--- src/rtl/demux_pkg.sv ---
`default_nettype none
// ============================================================================
// Module      : demux_pkg
// Description : Shared types, constants and the round-robin lane picker for
//               the 1x4 credit-based demux dispatcher.
// Revision    : 1.0 - initial release
// ============================================================================
package demux_pkg;

  localparam int LANES  = 4;
  localparam int STAT_W = 16;

  typedef logic [1:0] sel_t;

  typedef enum logic {
    RR   = 1'b0,
    ADDR = 1'b1
  } mode_e;

  // First lane with credit, searching ptr, ptr+1, ... (mod 4).
  // The loop runs backwards so the earliest lane in search order wins.
  // If no lane is eligible the result is unused (ready is low).
  function automatic sel_t rr_pick(input logic [LANES-1:0] avail, input sel_t ptr);
    sel_t pick;
    sel_t cand;
    pick = ptr;
    for (int i = LANES - 1; i >= 0; i--) begin
      cand = sel_t'(ptr + sel_t'(i));
      if (avail[cand]) pick = cand;
    end
    return pick;
  endfunction

endpackage
`default_nettype wire

--- src/rtl/lane_credit_ctr.sv ---
`default_nettype none
// ============================================================================
// Module      : lane_credit_ctr
// Description : Per-lane credit counter. Starts full at CREDITS, counts down
//               on a send, up on a credit return, saturates at CREDITS and
//               flags a return that arrives while already full.
// Revision    : 1.0 - initial release
// ============================================================================
module lane_credit_ctr #(
  parameter  int CREDITS = 4,
  localparam int CW      = $clog2(CREDITS + 1)
) (
  input  logic          clk,
  input  logic          rst,
  input  logic          dec,
  input  logic          inc,
  output logic [CW-1:0] count,
  output logic          avail,
  output logic          ovf
);

  localparam logic [CW-1:0] C_FULL = CW'(CREDITS);
  localparam logic [CW-1:0] C_ONE  = CW'(1);

  // Up/down counter; a simultaneous send and return cancel each other.
  always_ff @(posedge clk or posedge rst) begin
    if (rst) begin
      count <= C_FULL;
    end else if (dec && !inc) begin
      count <= count - C_ONE;
    end else if (inc && !dec && (count != C_FULL)) begin
      count <= count + C_ONE;
    end
  end

  assign avail = (count != '0);
  // A return into a full counter is dropped and reported.
  assign ovf   = inc && !dec && (count == C_FULL);

endmodule
`default_nettype wire

--- src/rtl/demux_dispatch_1x4.sv ---
`default_nettype none
// ============================================================================
// Module      : demux_dispatch_1x4
// Description : Credit-based dispatcher in front of a 1-to-4 demux. Accepts
//               words over valid/ready, picks a lane (round-robin or
//               addressed), and only sends to lanes holding credit.
//               Optional macro DEMUX_DISPATCH_STATS_EN adds per-lane transfer
//               counters and a stall-cycle counter.
// Revision    : 1.0 - initial release
// ============================================================================
module demux_dispatch_1x4
  import demux_pkg::*;
#(
  parameter int N       = 3,
  parameter int CREDITS = 4
) (
  input  logic                  clk_i,
  input  logic                  rst_i,
  input  logic                  valid_i,
  output logic                  ready_o,
  input  logic [N:0]            data_i,
  input  logic [1:0]            dest_i,
  input  logic                  mode_i,
  input  logic [LANES-1:0]      credit_ret_i,
  output logic [N:0]            data_o,
  output logic [1:0]            sel_o,
  output logic [LANES-1:0]      lane_valid_o,
  output logic                  err_o
`ifdef DEMUX_DISPATCH_STATS_EN
  ,
  output logic [3:0][STAT_W-1:0] stat_cnt_o,
  output logic [STAT_W-1:0]      stall_cnt_o
`endif
);

  localparam int CW = $clog2(CREDITS + 1);

  logic [CW-1:0]    credit [LANES];
  logic [LANES-1:0] avail;
  logic [LANES-1:0] ovf;
  logic [LANES-1:0] lane_dec;
  sel_t             rr_ptr;
  sel_t             target;
  logic             addressed;
  logic             transfer;

  assign addressed = (mode_e'(mode_i) == ADDR);

  // Lane choice and acceptance, from registered credits only (no bypass).
  always_comb begin
    target  = rr_pick(avail, rr_ptr);
    ready_o = |avail;
    if (addressed) begin
      target  = dest_i;
      ready_o = (credit[dest_i] != '0);
    end
  end

  assign transfer = valid_i && ready_o;
  assign lane_dec = transfer ? (LANES'(1) << target) : '0;

  for (genvar k = 0; k < LANES; k++) begin : g_lane
    lane_credit_ctr #(
      .CREDITS (CREDITS)
    ) u_ctr (
      .clk   (clk_i),
      .rst   (rst_i),
      .dec   (lane_dec[k]),
      .inc   (credit_ret_i[k]),
      .count (credit[k]),
      .avail (avail[k]),
      .ovf   (ovf[k])
    );
  end

  // Output register toward the demux; idle cycles drive zero data/strobe.
  always_ff @(posedge clk_i or posedge rst_i) begin
    if (rst_i) begin
      data_o       <= '0;
      sel_o        <= '0;
      lane_valid_o <= '0;
      rr_ptr       <= '0;
    end else if (transfer) begin
      data_o       <= data_i;
      sel_o        <= target;
      lane_valid_o <= lane_dec;
      rr_ptr       <= target + sel_t'(1);
    end else begin
      data_o       <= '0;
      lane_valid_o <= '0;
    end
  end

  // Sticky credit-overflow flag.
  always_ff @(posedge clk_i or posedge rst_i) begin
    if (rst_i) begin
      err_o <= 1'b0;
    end else if (|ovf) begin
      err_o <= 1'b1;
    end
  end

`ifdef DEMUX_DISPATCH_STATS_EN
  // Per-lane transfer counts (wrapping) and stall cycles (saturating).
  always_ff @(posedge clk_i or posedge rst_i) begin
    if (rst_i) begin
      stat_cnt_o  <= '0;
      stall_cnt_o <= '0;
    end else begin
      for (int k = 0; k < LANES; k++) begin
        if (lane_dec[k]) stat_cnt_o[k] <= stat_cnt_o[k] + STAT_W'(1);
      end
      if (valid_i && !ready_o && (stall_cnt_o != {STAT_W{1'b1}})) begin
        stall_cnt_o <= stall_cnt_o + STAT_W'(1);
      end
    end
  end
`endif

endmodule
`default_nettype wire

--- config.mk ---
export PLATFORM = sky130hd
export DESIGN_NAME = demux_dispatch_1x4
export DESIGN_NICKNAME = d
export VERILOG_FILES = /design/src/rtl/demux_pkg.sv /design/src/rtl/lane_credit_ctr.sv /design/src/rtl/demux_dispatch_1x4.sv
export SDC_FILE = /design/constraint.sdc
export NUM_CORES = 1
export LEC_CHECK = 0
export ABC_CLOCK_PERIOD_IN_PS = 5030
export CORE_UTILIZATION = 45
export CTS_BUF_LIST = sky130_fd_sc_hd__clkbuf_4
export CTS_CLUSTER_SIZE = 28
export DETAILED_ROUTE_END_ITERATION = 6
export PLACE_DENSITY_LB_ADDON = 0.3
export SYNTH_ARGS = -nofsm -noshare
export SYNTH_HDL_FRONTEND = slang
export SYNTH_SLANG_ARGS = --single-unit
--- constraint.sdc ---
create_clock -name clk_i -period 5.03 [get_ports clk_i]
set_clock_uncertainty 0.05 [all_clocks]
set_input_delay 1.006 -clock clk_i [delete_from_list [all_inputs] [get_ports clk_i]]
set_output_delay 1.006 -clock clk_i [all_outputs]
set_load 0.01 [all_outputs]
==> qor.csv <==
stage;metric;value;unit
sta;Final Cycle Share;80.2;%
sta;slew margin rel.;38.8;%
clocking;post-CTS setup buffer count;0;
worst_setup_path;Worst setup SP type;input pin;
final_layout;ant diodes;0;
yosys;share of the synthesized area in the top cell type;29.5;%
die;Die H;65.0;um
yosys;Synth Flop Type;dfrtp_1;
sta;Worst Max-Slew Pin Slew;0.917;ns
yosys;Mapped Cells;192;
worst_hold_path;Hold Crit Depth;2;
route;Via density;5.92;
global_routing;initial antenna violation count;0;
clocking;Clk Latency, worst-skew pair;0.31;ns
pwr;Switching Fraction;44.3;%
sta;setup TNS;0;ns
sta;fmax;248;MHz
clocking;Clock Tree Buf Depth;2;
sta;final setup margin;0.997;ns
worst_setup_path;Worst Path Required;5.18;ns
clocking;root buf cell;clkbuf_4;
clocking;clock sinks;25;
clocking;Num CTS Buffers;3;
global_routing;largest net degree at the start of global routing;26;
pwr;Pwr Density;523;nW/um^2
yosys;Post-synth top cells;dfrtp_1, inv_1, nor2_1;
die;row count;22;
yosys;number of synthesized flops with an enable pin;0;
clocking;CTS tree;done;
final_layout;Synth-to-Final Area Change;17.3;%
sta;Hold Violations, Final;0;
yosys;asr flop ratio synth;100;%
sta;Min Hold Slack;0.471;ns
route;wirelength, routed;3650;um
yosys;Synth area leaders;dfrtp_1, dfstp_2, fa_1, inv_1, nor2_1;
sta;minimum clock period;4.03;ns
pwr;Flop pwr share;36.5;%
global_routing;total gr overflow;0;
yosys;synthesized area;1780;um^2
final_layout;# fillers;342;
clocking;htree depth;1;
worst_setup_path;Crit Path Class;in -> reg;
route;Initial DRC Count;59;
final_layout;area of the multi-input gates;1050;um^2
placement;Post-Place Worst Slack;0.734;ns
die;core box area;3740;um^2
yosys;Mean Syn Cell Area;9.29;um^2
placement;Port-buffer cells;25;
pwr;Switching Power;485;uW
clocking;cts hold-fix bufs;0;
worst_setup_path;Crit Path Max Fanout;15;
global_routing;vias in the first global route;1441;
route;Routed Antenna Nets;0;
die;DIE AREA;4220;um^2
placement;HPWL after detailed placement;2680;um
final_layout;layout cells sized above 1;13.5;%
global_routing;first-pass GRT wire length;6420;um
clocking;clk slew on worst S/H paths;0.12;ns
yosys;largest area contributor in the netlist;dfrtp_1;
die;initial core utilization;47.7;%
run;Max-cap violations;0;
final_layout;nets;234;
route;drt drc;0;
outcome;status;complete, no violations;
final_layout;Reg area;631;um^2
pwr;internal power;609;uW
worst_hold_path;Hold Crit Class;reg -> reg;
yosys;synthesis-stage register bit count;25;
sta;Final Max Slew Viols;0;
clocking;PostCTS Resize Cnt;0;
pwr;clock share of power;8.5;%
worst_setup_path;Reg2Reg Setup Slack;1.80;ns
worst_setup_path;R2R cell count;10;
die;top-level I/O count;26;
pwr;peak supply drop;251;uV
yosys;Post-Synthesis Net Count;210;
die;die width;65.0;um
pwr;leakage power total;0.833;nW
yosys;synth unique cells;61;
sta;unrepaired setup endpoints after global routing;false;
route;Routed WL per cell;13.9;um
pwr;Combinational Power Share;55.1;%
yosys;count leader, synth;dfrtp_1;
global_routing;Global Route Usage Sum;19.5;%
worst_setup_path;Worst EP arrival;4.19;ns
route;DR pass1 iterations;4;
placement;Final GP Congestion;0.847;
route;total number of vias;1556;
yosys;YS warnings;0;
yosys;sequential fraction of the synthesis area;35.3;%
worst_setup_path;Worst Setup End Kind;flop;
sta;Final setup violation count;0;
==> cells in the final DEF, fill, tap and decap left out, drive strengths merged, types with 6 or more instances in the layout <==
cell type | Yosys | routed
clkdlybuf4s50 | 0 | 25
dfrtp | 21 | 21
nor2 | 19 | 19
inv | 18 | 18
nand2 | 14 | 14
a21oi | 9 | 9
o21ai | 8 | 8
nand3 | 7 | 7
and2 | 7 | 7
nor3 | 6 | 6
==> worst max-delay path: stages <==
cell	delay, ns
clkdlybuf4s50_1	0.58
and2_1	0.27
a31oi_1	0.20
a41o_1	0.50
nand3_1	0.29
buf_4	0.25
nor2_4	0.12
nand2_1	0.08
fa_1	0.50
o21ai_0	0.10
mux2_1	0.30
==> cell families after synthesis <==
kind of cell,synth area share [%]
flops,35.3
xor+xnor,0.982
buf+inv,6.03
compound gates,25.2
fa+ha+maj,4.49
mux,5.61
simple gates,22.4
==> per-layer routing <==
layer	GRT usage, %	wire [um]	share of wire (%)
met1	26.4	1740	48
met2	31.6	1710	47
met3	4.23	185	5.1
met4	4.44	22	0.60
met5	0	0	0
==> sequential cells by signal (all words and copies together) (netlist names) <==
name / flops
g_lane.u_ctr.count: 12
lane_valid_o: 4
rr_ptr: 2
err_o: 1
sel_o: 2
data_o: 4
==> power groups by stage <==
| stage | combinational, mW | sequential (mW) | clock (mW) |
|---|---|---|---|
| after floorplan | 0.454 | 0.391 | 0 |
| after global placement | 0.592 | 0.399 | 0 |
| after detailed placement | 0.601 | 0.400 | 0 |
| after CTS | 0.604 | 0.396 | 0.0987 |
| after global routing | 0.681 | 0.412 | 0.109 |
| final | 0.602 | 0.399 | 0.0926 |
==> per-stage QoR <==
stage	util, %	std cells	instance area, um^2	total power [mW]
floorplan	-	192	1780	0.844
global placement	55.1	259	2060	0.991
detailed placement	55.1	259	2060	1.00
CTS	55.9	263	2090	1.10
global route	55.9	263	2090	1.20
finish	55.9	263	2090	1.09
==> area by class of cell <==
| type | count | share of cell area, % |
|---|---|---|
| clock buffers | 4 | 1.44 |
| inverters | 18 | 3.23 |
| multi-input cells | 142 | 50.0 |
| flip-flops and latches | 25 | 30.1 |
| well taps | 48 | 2.87 |
| repair buffers | 26 | 12.3 |
==> final timing paths <==
| kind | startpoint | to |
|---|---|---|
| worst max-delay path | mode_i | g_lane[0].u_ctr.count[1]$_DFFE_PP0P_ |
| worst min register to register | sel_o[0]$_DFFE_PP0P_ | sel_o[0]$_DFFE_PP0P_ |
| worst min-delay path | sel_o[0]$_DFFE_PP0P_ | sel_o[0]$_DFFE_PP0P_ |
| worst max register to register | g_lane[1].u_ctr.count[0]$_DFFE_PP0P_ | g_lane[0].u_ctr.count[1]$_DFFE_PP0P_ |
| min in group asynchronous | rst_i | lane_valid_o[2]$_DFF_PP0_ |
| max in group asynchronous | rst_i | rr_ptr[0]$_DFFE_PP0P_ |
Power figures use the tool's default switching activity.
